<file path="src/rtl/hif_fir_sequencer.sv">
// Frame-based FIR MAC at the read end of the sample queue: one tap per clock, saturated 16-bit result.
// Latency N_TAPS+1 cycles from the first sequencing-high cycle to the filt_vld pulse.
// No backpressure: the queue streams freely, a premature sequencing drop aborts the frame with seq_err.
module hif_fir_sequencer #(
    parameter int N_TAPS = 1531
) (
    input  logic        clk,
    input  logic        rst_n,
    input  logic [15:0] smpl_in,
    input  logic        sequencing,
    input  logic [15:0] coeff,
    output logic [10:0] coeff_addr,
    output logic [15:0] filt_out,
    output logic        filt_vld,
    output logic        seq_err
);

    localparam int          ACC_W = 32 + $clog2(N_TAPS);
    localparam int          SH_W  = ACC_W - 15;
    localparam logic [10:0] LAST  = 11'(N_TAPS - 1);

    typedef enum logic [1:0] {
        IDLE     = 2'd0,
        MAC      = 2'd1,
        DONE     = 2'd2,
        WAIT_LOW = 2'd3
    } state_t;

    state_t                    state_q, state_d;
    logic [10:0]               addr_q, addr_d;
    logic                      all_iss_q, all_iss_d;
    logic                      mac_en_q, mac_en_d;
    logic                      mac_first_q, mac_first_d;
    logic                      mac_last_q, mac_last_d;
    logic                      seq_d1_q;
    logic signed [ACC_W-1:0]   acc_q, acc_d;
    logic [15:0]               filt_q, filt_d;
    logic                      err_q, err_d;

    logic                      start;
    logic                      issue_mac;
    logic                      abort;
    logic                      finish;
    logic signed [31:0]        prod;
    logic signed [ACC_W-1:0]   acc_sum;
    logic signed [SH_W-1:0]    res_hi;
    logic [15:0]               filt_sat;

    // A new frame may also begin in DONE when the queue dropped sequencing for exactly one cycle.
    assign start     = sequencing && ((state_q == IDLE) || ((state_q == DONE) && !seq_d1_q));
    assign issue_mac = sequencing && (state_q == MAC) && !all_iss_q;
    assign abort     = !sequencing && (state_q == MAC) && !all_iss_q;
    assign finish    = (state_q == MAC) && mac_en_q && mac_last_q;

    always_ff @(posedge clk or negedge rst_n) begin
        if (!rst_n) begin
            state_q <= IDLE;
        end else begin
            state_q <= state_d;
        end
    end

    always_comb begin
        state_d = state_q;
        case (state_q)
            IDLE: begin
                if (start) state_d = MAC;
            end
            MAC: begin
                if (abort)       state_d = IDLE;
                else if (finish) state_d = DONE;
            end
            DONE: begin
                if (start)           state_d = MAC;
                else if (sequencing) state_d = WAIT_LOW;
                else                 state_d = IDLE;
            end
            WAIT_LOW: begin
                if (!sequencing) state_d = IDLE;
            end
            default: state_d = IDLE;
        endcase
    end

    always_comb begin
        filt_vld   = (state_q == DONE);
        coeff_addr = addr_q;
        filt_out   = filt_q;
        seq_err    = err_q;
    end

    always_comb begin
        addr_d      = addr_q;
        all_iss_d   = all_iss_q;
        mac_en_d    = start || issue_mac;
        mac_first_d = start;
        mac_last_d  = issue_mac && (addr_q == LAST);
        if (start) begin
            addr_d    = 11'd1;
            all_iss_d = 1'b0;
        end else if (issue_mac) begin
            if (addr_q == LAST) all_iss_d = 1'b1;
            else                addr_d    = addr_q + 11'd1;
        end else if (abort || finish) begin
            addr_d    = 11'd0;
            all_iss_d = 1'b0;
        end
    end

    // The ROM word and queue sample for a tap issued last cycle arrive together now.
    always_comb begin
        prod     = $signed(smpl_in) * $signed(coeff);
        acc_sum  = {{(ACC_W-32){prod[31]}}, prod};
        if (!mac_first_q) acc_sum = acc_q + acc_sum;

        acc_d = acc_q;
        if (abort)         acc_d = '0;
        else if (mac_en_q) acc_d = acc_sum;

        res_hi = acc_sum[ACC_W-1:15];
        if (res_hi[SH_W-1:15] == {(SH_W-15){res_hi[15]}}) filt_sat = res_hi[15:0];
        else if (res_hi[SH_W-1])                            filt_sat = 16'h8000;
        else                                                filt_sat = 16'h7FFF;

        filt_d = finish ? filt_sat : filt_q;
        err_d  = abort;
    end

    always_ff @(posedge clk or negedge rst_n) begin
        if (!rst_n) begin
            addr_q      <= '0;
            all_iss_q   <= 1'b0;
            mac_en_q    <= 1'b0;
            mac_first_q <= 1'b0;
            mac_last_q  <= 1'b0;
            seq_d1_q    <= 1'b0;
            acc_q       <= '0;
            filt_q      <= '0;
            err_q       <= 1'b0;
        end else begin
            addr_q      <= addr_d;
            all_iss_q   <= all_iss_d;
            mac_en_q    <= mac_en_d;
            mac_first_q <= mac_first_d;
            mac_last_q  <= mac_last_d;
            seq_d1_q    <= sequencing;
            acc_q       <= acc_d;
            filt_q      <= filt_d;
            err_q       <= err_d;
        end
    end

endmodule

</file>
<file path="config.mk">
export PLATFORM = sky130hd
export DESIGN_NAME = hif_fir_sequencer
export DESIGN_NICKNAME = d
export VERILOG_FILES = /design/src/rtl/hif_fir_sequencer.sv
export SDC_FILE = /design/constraint.sdc
export NUM_CORES = 1
export LEC_CHECK = 0
export ABC_AREA = 1
export CAP_MARGIN = 30
export CORE_MARGIN = 5
export CORE_UTILIZATION = 40
export CTS_BUF_LIST = sky130_fd_sc_hd__clkbuf_4 sky130_fd_sc_hd__clkbuf_8 sky130_fd_sc_hd__clkbuf_16
export DETAILED_ROUTE_END_ITERATION = 8
export GPL_TIMING_DRIVEN = 0
export PLACE_DENSITY = 0.56
export SLEW_MARGIN = 40
export SYNTH_ARGS = -nofsm -noshare
export SYNTH_HDL_FRONTEND = slang
export SYNTH_SLANG_ARGS = --single-unit
</file>
<file path="constraint.sdc">
create_clock -name clk -period 3.8 [get_ports clk]
set_input_delay 0.76 -clock clk [delete_from_list [all_inputs] [get_ports clk]]
set_output_delay 0.76 -clock clk [all_outputs]
set_load 0.02 [all_outputs]
</file>
# Yosys cells after proc, flatten, opt, wreduce, memory -nomap -nowiden

Cells that the tools add are included.
W data, S select, Z words.

Mux-type cells: 20
Eq/ne operators: 10
Reductions and logical operators: 21
Add/subtract/negate cells: 2
Multipliers: 1

Operator list:

| kind                    | count |
|---|---|
| $mux W43                | 3 |
| $mux W11                | 4 |
| $add A43 B32 Y43        | 1 |
| $mul A16 B16 Y32        | 1 |
| $mux W16                | 2 |
| $eq A12 B12 Y1          | 1 |
| $mux W2                 | 6 |
| $add A11 B1 Y11 const B | 1 |
| $eq A11 B11 Y1 const B  | 1 |
| $logic_and A1 B1 Y1     | 9 |
| $pmux W2 S4             | 1 |
| $ne A3 B3 Y1 const B    | 2 |
| $eq A2 B2 Y1 const B    | 2 |
| $mux W1                 | 4 |
| $ne A2 B2 Y1 const B    | 2 |
| $reduce_and A2 Y1       | 2 |
| $logic_not A1 Y1        | 3 |
| $logic_or A1 B1 Y1      | 3 |
| $ne A3 B2 Y1 const B    | 1 |
| $reduce_and A3 Y1       | 1 |
| $reduce_bool A3 Y1      | 1 |
| $eq A2 B1 Y1 const B    | 1 |
| $logic_not A2 Y1        | 1 |
| $reduce_bool A2 Y1      | 1 |

Output and inout bits: 29
Input port bits: 35
Logic and storage cells: 64
Register bits after elaboration: 78

# Logic depth before layout (Yosys ltp)

Gate-level depths: netlist (run 1).

Depth in word-level cells: 7
Gate-level depth with buffers: 51
Gate-level depth less buffers: 47

# Least setup slack after synthesis (run 1)

OpenSTA, ideal clock, no wires.

Kind: input to register
Start point: in coeff[5]
End point: reg filt_q[10], in the netlist filt_out[10]
Arrival time: 7.909 ns
Cell stages on the path: 44
Data required time: 3.684 ns
Slack: -4.225 ns
Setup time: 0.116 ns
Path buffers: 3
Cell sequence: clkbuf_1 > clkbuf_1 > nand2_1 > fa_1 > inv_1 > fa_1 > fa_1 > fa_1 > fa_1 > inv_1 > fa_1 > inv_1 > ha_1 > nand2_1 > nor2_1 > nand2_1 > nor2_1 > nand2_2 > [8 not listed] > a21oi_1 > nor2_1 > or2_2 > nor2_1 > nand3_1 > nand2_1 > nand3_1 > nand2_1 > inv_1 > nor2_1 > nand2_1 > nand2_4 > nand2_4 > nand2_4 > buf_6 > nand2_1 > nand2_1 > nand2_1

Cells in the longest elaborated chain, start to end: 5
Elaborated cells on any way between the ends: 6
Classes of those cells: add/sub (1); mul (1); eq/ne (1); mux (3)

Ends and longest elaborated chain:

| what                                       | line     | source |
|---|---|---|
| start: declaration                         | 11       | `input logic [15:0] coeff,` |
| $mul A16 B16 Y32 *                         | 112      | `prod = $signed(smpl_in) * $signed(coeff);` |
| $add A43 B32 Y43                           | 114      | `if (!mac_first_q) acc_sum = acc_q + acc_sum;` |
| $mux W43 *                                 | 114      |  |
| $eq A12 B12 Y1 or $mux W16 (tied branches) | 121, 122 |  |
| $mux W16 *                                 | 121      | `if (res_hi[SH_W-1:15] == {(SH_W-15){res_hi[15]}}) filt_sat = res_hi[15:0];` |
| end signal: assignment                     | 148      | `filt_q <= filt_d;` |
| end: declaration                           | 37       | `logic [15:0] filt_q, filt_d;` |

Every way passes the cells marked *; elsewhere a longest branch is shown, timed or not.
A chain may end at the register's enable or synchronous reset.

# Final worst setup path (run 1)

Start point: in smpl_in[5]
End point: reg filt_q[13], in the netlist filt_out[13]

Cells in the longest elaborated chain, start to end: 5
Elaborated cells on any way between the ends: 6
Classes of those cells: add/sub (1); mul (1); eq/ne (1); mux (3)

Ends and longest elaborated chain:

| what                                       | line     | source |
|---|---|---|
| start: declaration                         | 9        | `input logic [15:0] smpl_in,` |
| $mul A16 B16 Y32 *                         | 112      |  |
| $add A43 B32 Y43                           | 114      |  |
| $mux W43 *                                 | 114      |  |
| $eq A12 B12 Y1 or $mux W16 (tied branches) | 121, 122 |  |
| $mux W16 *                                 | 121      |  |

Marks and branches as above.

==> impl_metrics.toml, run 1 <==
[clock_network]
cts_max_level = 3
cts-hold-fix-buffers = 0
cts_max_path_buffers = 2
clockRootBuffer = "clkbuf_16"
clk_pin_slew_ps = 70
cts_sinks = 78
cts_tree = "done"
clock_latency_ps = 370
cts_made_buffers = 9

[detailed_routing]
drt_iter0_drc = 1087
postRouteWirelength_um = 60400
first_pass_iters = 7
wl_per_cell_um = 17.1
ant_nets = 0
vias_per_cell = 4.95
drc = 0
num_vias = 17500

[layout]
fin_nets = 3367
utilization = 0.578
syn2layout_area_growth_pct = 42.4
num_antenna_cells = 0
most-common-layout-cells = "nand2_1, inv_1, fa_1, buf_4, nand2_2"
instances_no_fill = 3538
drive_above_1_share = 0.330
final_common_cell = "nand2_1"
nFillCells = 4108

[run_status]
failed_checks = "negative setup slack"
status = "finished with violations"

[grt]
grt_busiest_layer = "met2"
grt_pass1_wl_um = 97400
grt_max_degree = 48
grt_use_met1 = 0.334
grtUsageMet3 = 0.0508
grt_usage = 0.246
use_met2 = 0.407
antenna_found_initial = 1
grt_pass1_vias = 18400
overflow = 0

[sta]
finalMaxSlewViolations = 0
rsz0062_at_grt = "true"
setup_slack_ps = -4000
post-route-period-util = 2.05
report.final.setup_viol = 54
tightest_slew_ps = 837
fin_worst_skew_ps = 15.1
period_minus_slack_ps = 7800
hold_viol = 0
fmax_mhz = 128
setup_tns_ps = -174140
slew_headroom = 0.442

[setup_path]
crit_top_cell = "fa_1"
crit_required_ps = 4050
r2r_end = "filt_out[13]$_DFFE_PN0P_"
arrival_ps = 8050
timing.rr.start = "acc_q[0]$_DFFE_PN0P_"
reg2reg_slack_ps = 190
setup.worst_path.end_class = "flop"
startpoint_type = "input pin"
cp_max_fo = 7
slowest_delay_ps = 550
path_class = "in -> reg"
cp_slowest_cell = "fa_1"
reg2reg_depth = 26

[synth]
synth_top_family_by_area = "adder cells"
synth_mux_area_frac = 0
synth_seq_area_share = 0.108
synthAdderAreaFrac = 0.381
syn_inst = 2672
synthXorXnorAreaFrac = 0.0151
yosys.area_share.simple = 0.271
avgSynthCellArea_um2 = 6.75
syn_nets = 3098
synth_seq_cells = 78
netlist_area_mm2 = 0.0180
synth_cell_types = 44
synth-compound-area-share = 0.0611
ys_warn_count = 0

[floorplan]
die_area_mm2 = 0.0494
initial_core_util = 0.406
die_w_um = 222
core_mm2 = 0.0444
ios = 64
die_h_um = 222
rows = 77

[place]
hpwl_um = 47000
gp_congestion = 0.949
io_buffers = 37
placed_cells = 3302

[hold_path]
holdCritPathClass = "in -> async"

[run]
maxCapViolCount = 0
## critical path: cells and delay by family
family | cells | cell delay [ps]
buffers and inverters | 10 | 710
XOR/XNOR | 1 | 280
AND/OR/NAND/NOR | 22 | 2210
adder cells (fa/ha/maj) | 8 | 3760
AO/OA/AOI/OAI | 2 | 290
## cells in the mapped netlist (all sizes together)
master	number	share of area
a221oi	3	0.0015
a211oi	1	0.00042
and2	1	0.00035
nand4	24	0.0083
o22ai	2	0.00069
xnor2	9	0.0044
nor4	3	0.0010
clkinv	2	0.00042
a21o	5	0.0021
nand3	107	0.031
clkbuf	72	0.015
o21bai	10	0.0042
a31oi	2	0.00069
o31ai	2	0.00083
nor3	14	0.0039
a21boi	1	0.00042
xor2	22	0.011
nand2	870	0.18
nor3b	1	0.00042
a32o	2	0.0011
o21a	2	0.00083
a22o	3	0.0015
o211ai	4	0.0017
or2	23	0.0080
a31o	4	0.0019
a21oi	80	0.023
nor2	153	0.033
inv	696	0.14
dfrtp	78	0.11
nand3b	2	0.00083
fa	263	0.29
o21ai	74	0.021
ha	128	0.089
buf	9	0.0040
## metrics by stage
step | area, um^2 | worst slack (ps) | hold slack (ps)
after CTS | 24800 | -3860 | 350
final | 25700 | -4000 | 337
after global placement | 20900 | -5640 | 466
after detailed placement | 20900 | -5620 | 465
after floorplan | 19800 | -3620 | 436
after global routing | 25700 | -4280 | 368
## per-layer routing
layer  wire [um]  vias up
li1            -     8366
met1       26700     8627
met2       28300      438
met3        4050       83
met4        1360        2
met5           7        -
## what timing repair did
item                                    CTS  global route
gates cloned                              6             0
pin swaps                               252           151
gates resized for setup                 539           149
endpoints found under the setup margin   56            55
buffers inserted                        175            39
## sequential cells by signal (all words and copies together) (netlist names), 2 cells and up
signal and cells:
state_q 2, filt_out 16, coeff_addr 11, acc_q 43
## final cells by class
cell class	instances	area [um^2]	share of cell area
buffer	81	1300	0.0506
clock buffer	9	225	0.00877
clock inverter	7	85.1	0.00331
inverter	698	2660	0.103
multi-input combinational	1815	16400	0.637
sequential	78	1950	0.0760
tap	592	741	0.0288
timing repair buffer	257	2350	0.0915
timing repair inverter	1	8.76	0.000341
## worst max-delay path by stage
| stage | to | start | slack [ps] | depth (start not counted) |
|---|---|---|---|---|
| 2_1_floorplan | filt_out[10]$_DFFE_PN0P_ | smpl_in[15] | -3620 | 43 |
| 3_3_place_gp | filt_out[14]$_DFFE_PN0P_ | smpl_in[14] | -5640 | 40 |
| 3_5_place_dp | filt_out[8]$_DFFE_PN0P_ | smpl_in[12] | -5620 | 40 |
| 4_1_cts | filt_out[13]$_DFFE_PN0P_ | coeff[4] | -3860 | 44 |
| 5_1_grt | filt_out[13]$_DFFE_PN0P_ | smpl_in[5] | -4280 | 45 |
| 6_report | filt_out[13]$_DFFE_PN0P_ | smpl_in[5] | -4000 | 43 |
## cells by family (layout without fill, tap and decap cells)
| family | Yosys count | in the layout |
|---|---|---|
| and+or+nand+nor | 1198 | 1198 |
| buffers and inverters | 779 | 1053 |
| adders and majority gates | 391 | 391 |
| AOI/OAI and AO/OA | 195 | 195 |
| DFF | 78 | 78 |
| xor gates and xnor gates | 31 | 31 |
Power of run 1 is not shown: default switching activity piles up to over one toggle a cycle in this logic, so the estimate is an artifact.
==> run 2: changes to the inputs <==
Settings changed: CORE_UTILIZATION 40 to 57, PLACE_DENSITY 0.56 to 0.75.
==> run 2 against run 1 <==
Net effect:
- the flow still finishes with violations (negative setup slack)
- worst setup slack worse by 200 ps
- clock-buffer cell count up 1
- global-route usage up 8.9 points
- sequential share of layout area about the same
- design area up 0.30%
- critical path depth up 1
- register-to-register slack worse by 50 ps
- clock skew up 2.8 ps
- largest cell class unchanged
==> impl_metrics.toml, run 2 (synthesis results as in run 1) <==
[place]
placed_cell_area_mm2 = 0.0207
placed_cells = 3112
hpwl_um = 45000
io_buffers = 37
gp_congestion = 1.01

[setup_path]
cp_max_fo = 7
startpoint_type = "input pin"
arrival_ps = 8240
slowest_delay_ps = 600
reg2reg_depth = 26
crit_required_ps = 4050
setup.worst_path.end_class = "flop"
path_class = "in -> reg"
cp_slowest_cell = "fa_2"

[run_status]
failed_checks = "negative setup slack"
status = "finished with violations"

[floorplan]
die_w_um = 188
die_h_um = 188
ios = 64
die_area_mm2 = 0.0353
rows = 65
initial_core_util = 0.574
core_mm2 = 0.0314

[layout]
fin_area_mm2 = 0.0258
largest_reg_flops = 43
fin_nets = 3349
most-common-layout-cells = "nand2_1, inv_1, fa_1, nand2_2, buf_4"
regArea_mm2 = 0.00195
drive_above_1_share = 0.349
instances_no_fill = 3332
final_common_cell = "nand2_1"
regMostFlops = "acc_q"
multiInputGateArea_mm2 = 0.0168
nFillCells = 1959
syn2layout_area_growth_pct = 42.8

[sta]
period_minus_slack_ps = 8000
fin_worst_skew_ps = 18.0
fin_hold_ws_ps = 245
post-route-period-util = 2.10
report.final.setup_viol = 54
setup_slack_ps = -4200
fmax_mhz = 125
finalMaxSlewViolations = 0
hold_viol = 0
slew_headroom = 0.384
rsz0062_at_grt = "true"
tightest_slew_ps = 924

[clock_network]
cts_made_buffers = 9
cts_max_path_buffers = 2
cts_tree = "done"
cts_max_level = 3
clk_pin_slew_ps = 70
clockRootBuffer = "clkbuf_16"
cts_sinks = 78
clock_latency_ps = 370
cts-hold-fix-buffers = 0

[grt]
grt_pass1_vias = 18200
grt_usage = 0.334
grt_pass1_wl_um = 94000
antenna_found_initial = 1
overflow = 0
grt_max_degree = 59

[detailed_routing]
drt_iter0_drc = 1688
vias_per_cell = 5.56
wl_per_cell_um = 18.9
num_vias = 18500
drc = 0
ant_nets = 0
postRouteWirelength_um = 62900
first_pass_iters = 8

[hold_path]
holdCritPathClass = "in -> async"

[run]
maxCapViolCount = 0
==> run 2: cell types whose count changed in the layout (fill, tap and decap cells not counted), sizes merged <==
cell and change:
diode +2, buf -1, clkinvlp +3, clkbuf -16, inv -4
==> run 2: critical path: cells and delay by family <==
family	cells	cell delay, ps
adders and majority gates	8	3640
buffers and inverters	12	1040
and+or+nand+nor	24	2750
==> run 2: metal layers <==
metal,up-vias,GRT usage,part of all wire
met5,-,0,0.00067
met4,2,0.102,0.036
met3,197,0.0588,0.087
met2,891,0.542,0.47
met1,9096,0.462,0.40
li1,8342,-,-
==> run 2: metrics by stage <==
stage               TNS (ps)  worst slack (ps)  utilization
global route         -190350             -4480        0.820
CTS                  -167770             -3950        0.754
global placement     -319590             -5460        0.658
detailed placement   -248260             -5540        0.659
finish               -178930             -4200        0.820
floorplan            -154010             -3620            -
==> run 2: area by class of cell <==
type / count / share of cell area
flip-flops and latches: 78 / 0.0758
clock inverters: 6 / 0.00272
repair inverters: 1 / 0.000437
diodes: 2 / 0.000194
plain buffers: 81 / 0.0496
well taps: 402 / 0.0195
clock buffers: 10 / 0.00904
inverters: 698 / 0.104
repair buffers: 239 / 0.0866
multi-input cells: 1815 / 0.653
==> run 2: final timing paths <==
check,from,end,slack (ps)
hold / removal,rst_n,acc_q[9]$_DFFE_PN0P_,240
setup / recovery,smpl_in[15],filt_out[11]$_DFFE_PN0P_,-4200
setup reg to reg,acc_q[0]$_DFFE_PN0P_,filt_out[11]$_DFFE_PN0P_,140
min in group clk,filt_out[2]$_DFFE_PN0P_,filt_out[2]$_DFFE_PN0P_,480
max in group asynchronous,rst_n,filt_out[4]$_DFFE_PN0P_,2950
hold reg to reg,filt_out[2]$_DFFE_PN0P_,filt_out[2]$_DFFE_PN0P_,480
==> run 2: repair_timing <==
action / 4_1_cts / 5_1_grt
resized for setup: 454 / 385
endpoints found under the hold margin: 0 / 0
endpoints found under the setup margin: 56 / 55
cloned: 6 / 2
pin swaps: 194 / 228
buffers inserted: 102 / 95
Power of run 2 is left out for the same reason.
==> run 3: changes to the inputs <==
Settings changed: CORE_MARGIN 5 to unset, PLACE_DENSITY 0.75 to 0.74.
==> run 3 against run 2 <==
Net effect:
- the flow finishes with violations (design-rule violations, negative setup slack)
- non-clock buffer count fell by 47
- critical endpoint is now filt_out[13]$_DFFE_PN0P_
- sequential share of layout area rose by 0.22 points
- die area fell by 8.3%
- first-iteration DRC count rose by 6.8%
- flip-flop and latch count did not move
- critical path depth rose by 1
- critical path type unchanged
==> impl_metrics.toml, run 3 (synthesis results as in run 1) <==
[sta]
report.final.setup_viol = 54
hold_viol = 0
finalMaxSlewViolations = 0
rsz0062_at_grt = "true"
fin_hold_ws_ps = 251
setup_slack_ps = -4230
period_minus_slack_ps = 8030
fin_worst_skew_ps = 15.9
tightest_slew_ps = 914
post-route-period-util = 2.11
slew_headroom = 0.391
fmax_mhz = 124

[detailed_routing]
postRouteWirelength_um = 62200
vias_per_cell = 5.57
num_vias = 18300
ant_nets = 0
drc = 4
drt_iter0_drc = 1803
first_pass_iters = 9
wl_per_cell_um = 19.0

[grt]
grt_max_degree = 61
grt_use_met1 = 0.508
overflow = 0
use_met2 = 0.588
grt_pass1_wl_um = 92500
grt_usage = 0.366
grt_busiest_layer = "met2"
antenna_found_initial = 2
grt_pass1_vias = 17900
grtUsageMet3 = 0.0766

[setup_path]
crit_required_ps = 4050
slowest_delay_ps = 560
cp_slowest_cell = "fa_2"
setup.worst_path.end_class = "flop"
arrival_ps = 8290
cp_max_fo = 8
path_class = "in -> reg"
startpoint_type = "input pin"

[clock_network]
cts_max_path_buffers = 2
cts_sinks = 78
clock_latency_ps = 370
clk_pin_slew_ps = 70
cts_tree = "done"
cts_made_buffers = 9
cts_max_level = 3
clockRootBuffer = "clkbuf_16"

[place]
io_buffers = 37
gp_congestion = 0.987
placed_cells = 3106
hpwl_um = 45600

[run_status]
status = "finished with violations"
failed_checks = "design-rule violations, negative setup slack"

[floorplan]
ios = 64
die_w_um = 180
die_h_um = 180
die_area_mm2 = 0.0324
rows = 64
initial_core_util = 0.585
core_mm2 = 0.0308

[hold_path]
holdCritPathClass = "in -> async"

[layout]
fin_nets = 3302
most-common-layout-cells = "nand2_1, inv_1, fa_1, nand2_2, buf_4"
largest_reg_flops = 43
regMostFlops = "acc_q"
final_common_cell = "nand2_1"
drive_above_1_share = 0.337
syn2layout_area_growth_pct = 38.7
instances_no_fill = 3279

[run]
maxCapViolCount = 0
## run 3: cell types whose count changed in the layout (fill, tap and decap cells not counted), sizes merged
cell / before / now
inv: 699 / 702
clkbuf: 65 / 64
dlygate4sd2: 0 / 1
bufinv: 1 / 0
buf: 235 / 187
clkinvlp: 3 / 0
clkinv: 2 / 4
## run 3: area by class of cell
cell class / instances / area [um^2]
Tap cell: 396 / 495
Clock buffer: 9 / 225
Timing Repair Buffer: 192 / 1750
Clock inverter: 7 / 60.1
Buffer: 81 / 1100
Sequential cell: 78 / 1950
Multi-Input combinational cell: 1815 / 16700
Antenna cell: 2 / 5.00
Timing Repair inverter: 1 / 11.3
Fill cell: 1987 / 5820
Inverter: 698 / 2660
## run 3: worst max-delay path: cells and delay by family
| kind | cells | cell delay, ps |
|---|---|---|
| AOI/OAI and AO/OA | 3 | 410 |
| and+or+nand+nor | 24 | 2170 |
| buffers and inverters | 9 | 910 |
| adders and majority gates | 8 | 3690 |
| xor gates and xnor gates | 1 | 330 |
## run 3: final timing paths
path	from	end	slack (ps)	cells past startpoint
max	smpl_in[15]	filt_out[13]$_DFFE_PN0P_	-4230	45
min	rst_n	acc_q[5]$_DFFE_PN0P_	250	1
max reg2reg	acc_q[0]$_DFFE_PN0P_	filt_out[13]$_DFFE_PN0P_	130	26
min reg2reg	filt_out[7]$_DFFE_PN0P_	filt_out[7]$_DFFE_PN0P_	490	2
max in group asynchronous	rst_n	filt_out[0]$_DFFE_PN0P_	2940	2
min in group clk	filt_out[7]$_DFFE_PN0P_	filt_out[7]$_DFFE_PN0P_	490	2
## run 3: layer usage
metal / part of all wire / vias up
li1: - / 8246
met1: 0.40 / 8930
met2: 0.47 / 927
met3: 0.10 / 165
met4: 0.033 / 2
met5: 0.00085 / -
## run 3: metrics by stage
| step | area, um^2 | setup TNS [ps] | utilization | setup WS, ps |
|---|---|---|---|---|
| after global placement | 20600 | -323140 | 0.669 | -5540 |
| after CTS | 23000 | -169130 | 0.745 | -4010 |
| after global routing | 25000 | -191260 | 0.811 | -4440 |
| after floorplan | 19800 | -154010 | - | -3620 |
| final | 25000 | -180190 | 0.811 | -4230 |
| after detailed placement | 20700 | -248440 | 0.670 | -5570 |
## run 3: what timing repair did
action                     4_1_cts  5_1_grt
hold endpoints to repair         0        0
hold buffers                     0        0
setup buffers                   77       72
resized for setup              375      400
pin swaps                      144      193
cloned                           3        3
setup endpoints to repair       56       55
Power of run 3 is left out for the same reason.
